<file path="config.mk">
export PLATFORM = sky130hd
export DESIGN_NAME = y_serial_adder
export DESIGN_NICKNAME = d
export VERILOG_FILES = /design/src/rtl/y_serial_adder.sv
export SDC_FILE = /design/constraint.sdc
export NUM_CORES = 1
export LEC_CHECK = 0
export CAP_MARGIN = 15
export CELL_PAD_IN_SITES_DETAIL_PLACEMENT = 0
export CELL_PAD_IN_SITES_GLOBAL_PLACEMENT = 1
export CORE_MARGIN = 4
export CORE_UTILIZATION = 34
export DETAILED_ROUTE_END_ITERATION = 10
export GPL_TIMING_DRIVEN = 1
export PLACE_DENSITY_LB_ADDON = 0.15
export SYNTH_ARGS = -nofsm -noshare
export SYNTH_HDL_FRONTEND = slang
export SYNTH_SLANG_ARGS = --single-unit
</file>
<file path="constraint.sdc">
create_clock -name clk -period 1.55 [get_ports clk]
set_input_delay 0.2325 -clock clk [delete_from_list [all_inputs] [get_ports clk]]
set_output_delay 0.2325 -clock clk [all_outputs]
set_load 0.01 [all_outputs]
</file>
<file path="src/rtl/y_serial_adder.sv">
// y_serial_adder: multi-cycle ripple adder processing DIGIT bits per clock.
// A single DIGIT-wide adder slice and a registered carry walk the operands
// from LSB to MSB over N = SIZE/DIGIT cycles; start/busy/done sequence it.
// Optional feature macro: SERIAL_ADDER_SUB_EN (enables subtract mode via 'sub').
module y_serial_adder #(
  parameter int SIZE  = 32,
  parameter int DIGIT = 1
) (
  input  logic            clk,
  input  logic            reset,
  input  logic            start,
  input  logic [SIZE-1:0] a,
  input  logic [SIZE-1:0] b,
  input  logic            cin,
  input  logic            sub,
  output logic            busy,
  output logic            done,
  output logic [SIZE-1:0] z,
  output logic            cout,
  output logic            ovf
);

  localparam int N  = SIZE / DIGIT;
  localparam int CW = (N > 1) ? $clog2(N) : 1;
  localparam logic [CW-1:0] LAST = CW'(N - 1);

  typedef enum logic [1:0] {
    IDLE = 2'd0,
    RUN  = 2'd1,
    DONE = 2'd2
  } state_t;

  state_t            state_r;
  state_t            state_s;
  logic [SIZE-1:0]   a_r;
  logic [SIZE-1:0]   b_r;
  logic [SIZE-1:0]   zsh_r;
  logic [SIZE-1:0]   z_r;
  logic              carry_r;
  logic [CW-1:0]     cnt_r;
  logic              busy_r;
  logic              done_r;
  logic              cout_r;
  logic              ovf_r;

  logic              capture_s;
  logic              last_s;
  logic [DIGIT:0]    slice_s;
  logic [SIZE+DIGIT-1:0] zcat_s;
  logic              msb_cin_s;
  logic [SIZE-1:0]   b_load_s;
  logic              carry_load_s;

`ifdef SERIAL_ADDER_SUB_EN
  // Operand B and initial carry as loaded at capture: inverted B plus 1 for subtraction.
  always_comb begin
    b_load_s     = b;
    carry_load_s = cin;
    if (sub) begin
      b_load_s     = ~b;
      carry_load_s = 1'b1;
    end else begin
      b_load_s     = b;
      carry_load_s = cin;
    end
  end
`else
  // Subtraction not built: B and cin load unchanged, sub is deliberately unused.
  logic unused_sub_s;
  assign unused_sub_s = sub;
  assign b_load_s     = b;
  assign carry_load_s = cin;
`endif

  // Adder slice, shift-in of the new sum digit, and carry into the top result bit.
  always_comb begin
    slice_s   = {1'b0, a_r[DIGIT-1:0]} + {1'b0, b_r[DIGIT-1:0]} + {{DIGIT{1'b0}}, carry_r};
    zcat_s    = {slice_s[DIGIT-1:0], zsh_r};
    msb_cin_s = a_r[DIGIT-1] ^ b_r[DIGIT-1] ^ slice_s[DIGIT-1];
    last_s    = (cnt_r == LAST);
  end

  // Next-state logic and operand-capture decode.
  always_comb begin
    state_s   = state_r;
    capture_s = 1'b0;
    case (state_r)
      IDLE: begin
        if (start) begin
          state_s   = RUN;
          capture_s = 1'b1;
        end else begin
          state_s   = IDLE;
        end
      end
      RUN: begin
        if (last_s) begin
          state_s = DONE;
        end else begin
          state_s = RUN;
        end
      end
      DONE: begin
        if (start) begin
          state_s   = RUN;
          capture_s = 1'b1;
        end else begin
          state_s   = IDLE;
        end
      end
      default: begin
        state_s   = IDLE;
        capture_s = 1'b0;
      end
    endcase
  end

  // State register plus registered busy/done decodes of the next state.
  always_ff @(posedge clk) begin
    if (reset) begin
      state_r <= IDLE;
      busy_r  <= 1'b0;
      done_r  <= 1'b0;
    end else begin
      state_r <= state_s;
      busy_r  <= (state_s == RUN);
      done_r  <= (state_s == DONE);
    end
  end

  // Datapath: capture operands, step one digit per RUN cycle, publish result on entry to DONE.
  always_ff @(posedge clk) begin
    if (reset) begin
      a_r     <= '0;
      b_r     <= '0;
      zsh_r   <= '0;
      z_r     <= '0;
      carry_r <= 1'b0;
      cnt_r   <= '0;
      cout_r  <= 1'b0;
      ovf_r   <= 1'b0;
    end else if (capture_s) begin
      a_r     <= a;
      b_r     <= b_load_s;
      carry_r <= carry_load_s;
      cnt_r   <= '0;
    end else if (state_r == RUN) begin
      a_r     <= a_r >> DIGIT;
      b_r     <= b_r >> DIGIT;
      zsh_r   <= zcat_s[SIZE+DIGIT-1:DIGIT];
      carry_r <= slice_s[DIGIT];
      cnt_r   <= cnt_r + CW'(1);
      if (last_s) begin
        z_r    <= zcat_s[SIZE+DIGIT-1:DIGIT];
        cout_r <= slice_s[DIGIT];
        ovf_r  <= msb_cin_s ^ slice_s[DIGIT];
      end else begin
        z_r    <= z_r;
        cout_r <= cout_r;
        ovf_r  <= ovf_r;
      end
    end else begin
      a_r     <= a_r;
      b_r     <= b_r;
      carry_r <= carry_r;
      cnt_r   <= cnt_r;
    end
  end

  assign busy = busy_r;
  assign done = done_r;
  assign z    = z_r;
  assign cout = cout_r;
  assign ovf  = ovf_r;

endmodule

</file>
==> results of run 1 <==
## stage by stage
| step | power [uW] | setup TNS [ps] | cells |
|---|---|---|---|
| 3_3_place_gp | 4730 | -2.00 | 960 |
| 5_1_grt | 8930 | -2490 | 998 |
| 4_1_cts | 8650 | -154 | 998 |
| 3_5_place_dp | 4750 | -101 | 960 |
| 2_1_floorplan | 4380 | -484 | 680 |
| 6_report | 8550 | -277 | 998 |
## state kept, by name, indices dropped and copies added, names as in the netlist
register and count:
a_r 32, b_r 32, z 32, zsh_r 31
cnt_r 5, state_r 2, busy 1, carry_r 1
cout 1, done 1, ovf 1
## cell usage in the layout, fill, tap and decap left out, types with 2 or more instances in the layout
cell             instances
clkinv_2                 2
clkdlybuf4s50_1         79
a21oi_2                  4
dfxtp_1                136
a311oi_1                61
nand2_2                 10
buf_16                   3
dlymetal6s2s_1          18
clkbuf_8                 2
dfxtp_2                  3
clkinvlp_4               7
clkbuf_16               17
nand2b_4                 2
nand2_1                242
dlygate4sd2_1            5
buf_4                   14
ha_4                     2
nor2_1                  67
buf_12                  13
inv_6                    2
nand3b_1                 2
nand2_4                  3
xnor2_1                  4
nand3_1                  4
a22oi_1                  2
a21oi_1                 66
## where the power goes
part	internal [uW]	switching, uW	total (uW)
clock network	2290	1580	3870
registers	3740	84.9	3820
logic	407	445	852
total	6440	2110	8550
## timing repair
action | CTS | global route
pin swaps | 9 | 1
endpoints found under the setup margin | 23 | 69
hold buffers | 0 | 0
buffers inserted | 3 | 0
resized for setup | 28 | 30
gates cloned | 3 | 0
## worst register-to-register path, cell delays in order (launching register included)
cell and delay [ps]:
dfxtp_2 330, ha_4 160, and3_4 180, ha_4 150, and3b_2 230, buf_12 150, buf_16 140, a211oi_2 170
## worst max path at each step
stage	slack, ps	cells past startpoint	to	startpoint
floorplan	-20	7	ovf	cnt_r[0]
global placement	-2	7	ovf	cnt_r[0]
detailed placement	-70	7	ovf	cnt_r[0]
CTS	-50	7	ovf	cnt_r[1]
global route	-110	8	z[28]	cnt_r[1]
finish	-30	7	ovf	cnt_r[1]
## final cells by class
class,instances,area [sq um],area share
clock buffer,19,453,0.0597
clock inverter,13,119,0.0157
multi-input combinational,483,2440,0.322
sequential,139,2790,0.367
tap,211,264,0.0348
timing repair buffer,133,1520,0.200
## layer usage
metal | up-vias | global-route usage | routed length [um]
met2 | 120 | 0.236 | 6050
met5 | - | 0 | 0
li1 | 2474 | - | -
met1 | 2221 | 0.201 | 6310
met3 | 19 | 0.0353 | 585
met4 | 0 | 0.0560 | 222
## logic make-up after synthesis
| group | share of synthesized area |
|---|---|
| buffers and inverters | 0.0514 |
| flip-flops | 0.517 |
| AO/OA/AOI/OAI | 0.171 |
| multiplexers | 0.00186 |
| adder cells (fa/ha/maj) | 0.00837 |
| AND/OR/NAND/NOR | 0.243 |
| XOR/XNOR | 0.00813 |
==> results_dict.tcl, run 1 <==
set metrics [dict create \
    status "finished with violations" \
    violations "negative setup slack" \
    fin_area_sq_um 7580 \
    die_x_um 134 \
    path_cells "ha_4, and3_4, ha_4, and3b_2, buf_12, buf_16, a211oi_2" \
    maxCapViolCount 0 \
    arrival_ps 1920 \
    path_class "register to register" \
    grt_max_degree 51 \
    hold_path_class "input pin to register" \
    grt_pass1_vias 4644 \
    synth.most_common_cell "nand2_1" \
    ys_seq_area_frac 0.517 \
    antenna_found_initial 0 \
    dieArea_sq_um 17900 \
    drt-vias-per-instance 4.84 \
    fmax_ghz 0.632 \
    synth_flop_cell "dfxtp_1" \
    slew_headroom 0.776 \
    rrSetupSlack_ps -30 \
    dieHeight_um 134 \
    drc 0 \
    synthArstFlopShare 0 \
    synth.area.top_cells "dfxtp_1, nand2_1, a311oi_1, a21oi_1, nor2_1" \
    portBuffers 103 \
    avgSynthCellArea_sq_um 7.92 \
    min_from "reset" \
    worstReg2RegStart "cnt_r[1]" \
    period_needed_ps 1580 \
    dpl_cell_area_sq_um 6740 \
    grt_pass1_wl_um 22300 \
    holdWs_ps 238 \
    hpwl_um 8270 \
    rsz0062_at_grt "true" \
    fillers 1527 \
    clockBufferDepth 2 \
    synth_cells 680 \
    dr.pass1.iters 4 \
    synth_edf_count 0 \
    drive_above_1_share 0.117 \
    yosysWarnings 0 \
    ir_drop_v 0.000806 \
    ios 105 \
    worst-path-buf-inv 2 \
    worstSetupStartpointType "register" \
    clock_sinks 139 \
    whs_path_depth 2 \
    gp_congestion 0.760 \
    path_delay_family "simple AND/OR/NAND/NOR gates" \
    drtIter0Drc 246 \
    worst_slack_ps -32.4 \
    cellLeakagePower_uw 0.00297 \
    crit_top_cell "ha_4" \
    endpoint_kind "register" \
    dp_slack_ps -67.3 \
    slowest_stage "dfxtp_2" \
    drv_slew 0 \
    postRouteAntennaNets 0 \
    p_per_area_nw_per_um2 1130 \
    track_usage 0.150 \
    wirelength_um 13200 \
    insertion_delay_ps 410 \
    slowest_delay_ps 330 \
    root_buffer "clkbuf_16" \
    synthTopCellsByCount "nand2_1, dfxtp_1, a21oi_1" \
    cts_inserted_buffers 17 \
    diodes 0 \
    hold_viol 0 \
    synthDistinctLibCells 27 \
    reg2regPathDepth 7 \
    coreArea_sq_um 15400 \
    syn_area_sq_um 5380 \
    worstMarginPinSlew_ps 336 \
    min_period_over_period 1.02 \
    htree_num_levels 4 \
    path_clk_slew_ps 60 \
    grt.overflow.total 0 \
    wl_per_cell_um 13.2 \
    synth_top_area_frac 0.517 \
    rows 45 \
    path_max_fanout 6 \
    vias 4834 \
    synth_top_area_cell "dfxtp_1" \
    r2r_end "ovf" \
    start_util 0.350 \
    required_ps 1880 \
    finClkSkew_ps 5.81 \
    whs_endpoint "b_r[5]" \
    syn_nets 752 \
    post-route-util 0.493 \
    ys_seq_elements 139 \
    cts_tree "built" \
    setup_viol 26 \
    layout.nets 846 \
    syn2layout_area_growth_pct 40.9 \
]
No activity file was read; power rests on OpenSTA's default activity.
==> run 2: changes to the inputs <==
--- a/config.mk
+++ b/config.mk
@@ -9,7 +9,7 @@
 export CELL_PAD_IN_SITES_DETAIL_PLACEMENT = 0
 export CELL_PAD_IN_SITES_GLOBAL_PLACEMENT = 1
 export CORE_MARGIN = 4
-export CORE_UTILIZATION = 34
+export CORE_UTILIZATION = 40
 export DETAILED_ROUTE_END_ITERATION = 10
 export GPL_TIMING_DRIVEN = 1
 export PLACE_DENSITY_LB_ADDON = 0.15
==> constraint.sdc (replaced) <==
create_clock -name clk -period 1.85 [get_ports clk]
set_input_delay 0.2775 -clock clk [delete_from_list [all_inputs] [get_ports clk]]
set_output_delay 0.2775 -clock clk [all_outputs]
set_load 0.05 [all_outputs]
==> run 2 against run 1 <==
  * The run now ends clean
  * Global-route usage is 1.8 points higher
  * Critical path type is now register to primary output
  * Utilization increased by 5.1 points
  * Power decreased by 19%
  * Worst setup slack better by 82 ps
  * Final cell count fell by 5.0%
  * Critical endpoint is now z[20]
  * Clock power decreased by 21%
  * Die area decreased by 14%
==> results_dict.tcl, run 2 (same netlist as run 1, synthesis figures left out) <==
set metrics [dict create \
    required_ps 1570 \
    drv_slew 0 \
    htree_num_levels 4 \
    slowest_stage "clkdlybuf4s50_1" \
    syn2layout_area_growth_pct 33.3 \
    min_from "reset" \
    rsz0062_at_grt "false" \
    p_per_area_nw_per_um2 966 \
    worst-path-buf-inv 1 \
    worstReg2RegStart "cnt_r[0]" \
    cts_tree "built" \
    dr.pass1.iters 4 \
    path_clk_slew_ps 50 \
    r2r_end "ovf" \
    cts_inserted_buffers 17 \
    top_usage_layer "met2" \
    rows 42 \
    ctsHoldBuffers 0 \
    holdWs_ps 245 \
    start_util 0.408 \
    postRouteAntennaNets 0 \
    wl_per_cell_um 13.0 \
    status "finished clean" \
    gp_congestion 0.763 \
    clockBufferDepth 2 \
    met1_usage 0.217 \
    drtIter0Drc 350 \
    path_delay_family "buffers and inverters" \
    period_needed_ps 1800 \
    hold_viol 0 \
    antenna_found_initial 0 \
    fmax_ghz 0.556 \
    min_period_over_period 0.973 \
    clock_sinks 139 \
    ir_drop_v 0.000593 \
    die_x_um 124 \
    dieArea_sq_um 15400 \
    worst_slack_ps 49.8 \
    setup_viol 0 \
    insertion_delay_ps 410 \
    dieHeight_um 124 \
    hpwl_um 7870 \
    grt_pass1_vias 4514 \
    arrival_ps 1520 \
    final_cell_mix "nand2_1, dfxtp_1, clkdlybuf4s50_1" \
    layout.nets 831 \
    worstMarginPinSlew_ps 511 \
    path_class "register to primary output" \
    slowest_delay_ps 800 \
    grt_util_met3 0.0450 \
    root_buffer "clkbuf_16" \
    finClkSkew_ps 6.53 \
    drc 0 \
    track_usage 0.168 \
    maxCapViolCount 0 \
    vias 4709 \
    whs_path_depth 2 \
    worstSetupStartpointType "register" \
    wirelength_um 12300 \
    coreArea_sq_um 13200 \
    whs_endpoint "state_r[1]" \
    reg2regPathDepth 7 \
    rrSetupSlack_ps 220 \
    portBuffers 103 \
    drive_above_1_share 0.0544 \
    final_common_cell "nand2_1" \
    endpoint_kind "primary output" \
    grt_pass1_wl_um 20700 \
    drt-vias-per-instance 4.97 \
    path_max_fanout 2 \
    grt_use_met2 0.269 \
    ios 105 \
    diodes 0 \
    dp_slack_ps 208 \
    cellLeakagePower_uw 0.00292 \
    slew_headroom 0.658 \
    hold_path_class "input pin to register" \
    path_cells "clkdlybuf4s50_1" \
    grt.overflow.total 0 \
    fin_setup_tns_ps 0 \
    total_power_uw 6940 \
    grt_max_degree 68 \
]
-- run 2: cell count changes in the layout (fill, tap and decap cells not counted), moves of 5 or more --
cell             before  now
clkbuf_1              0    9
clkinvlp_4            7    0
buf_4                14    8
nand2_1             242  255
clkdlybuf4s50_1      79   71
buf_12               13    8
nand2_2              10    0
dlymetal6s2s_1       18   24
-- run 2: layer usage --
| metal | part of all wire | wire length [um] |
|---|---|---|
| met2 | 0.47 | 5740 |
| met1 | 0.48 | 5850 |
| met5 | 0 | 0 |
| met4 | 0.010 | 124 |
| met3 | 0.046 | 570 |
-- run 2: timing repair --
item / CTS / global route
buffers inserted: 0 / 0
gates resized for setup: 7 / 24
setup endpoints to repair: 7 / 24
-- run 2: metrics by stage --
stage,util,instances,area [sq um]
floorplan,-,680,5380
global placement,0.499,916,6590
detailed placement,0.499,916,6590
CTS,0.540,948,7120
global route,0.544,948,7180
finish,0.544,948,7180
-- run 2: how the worst max path moves through the flow --
stage | start | end | depth (start not counted)
6_report | z[20] | z[20] | 1
5_1_grt | z[14] | z[14] | 1
4_1_cts | z[28] | z[28] | 1
3_5_place_dp | cnt_r[0] | ovf | 7
3_3_place_gp | cnt_r[0] | ovf | 7
2_1_floorplan | cnt_r[0] | z[23] | 7
-- run 2: area by class of cell --
cell class / count / area, sq um
multi-input cells: 483 / 2340
clock buffers: 32 / 542
well taps: 176 / 220
repair buffers: 118 / 1290
flip-flops and latches: 139 / 2780
fillers: 1266 / 6010
-- run 2: where the power goes --
group / leakage [uW] / total [uW] / internal [uW] / switching, uW
combinational: 0.00152 / 672 / 313 / 359
sequential: 0.00114 / 3210 / 3130 / 74.2
clock: 0.000263 / 3060 / 1930 / 1120
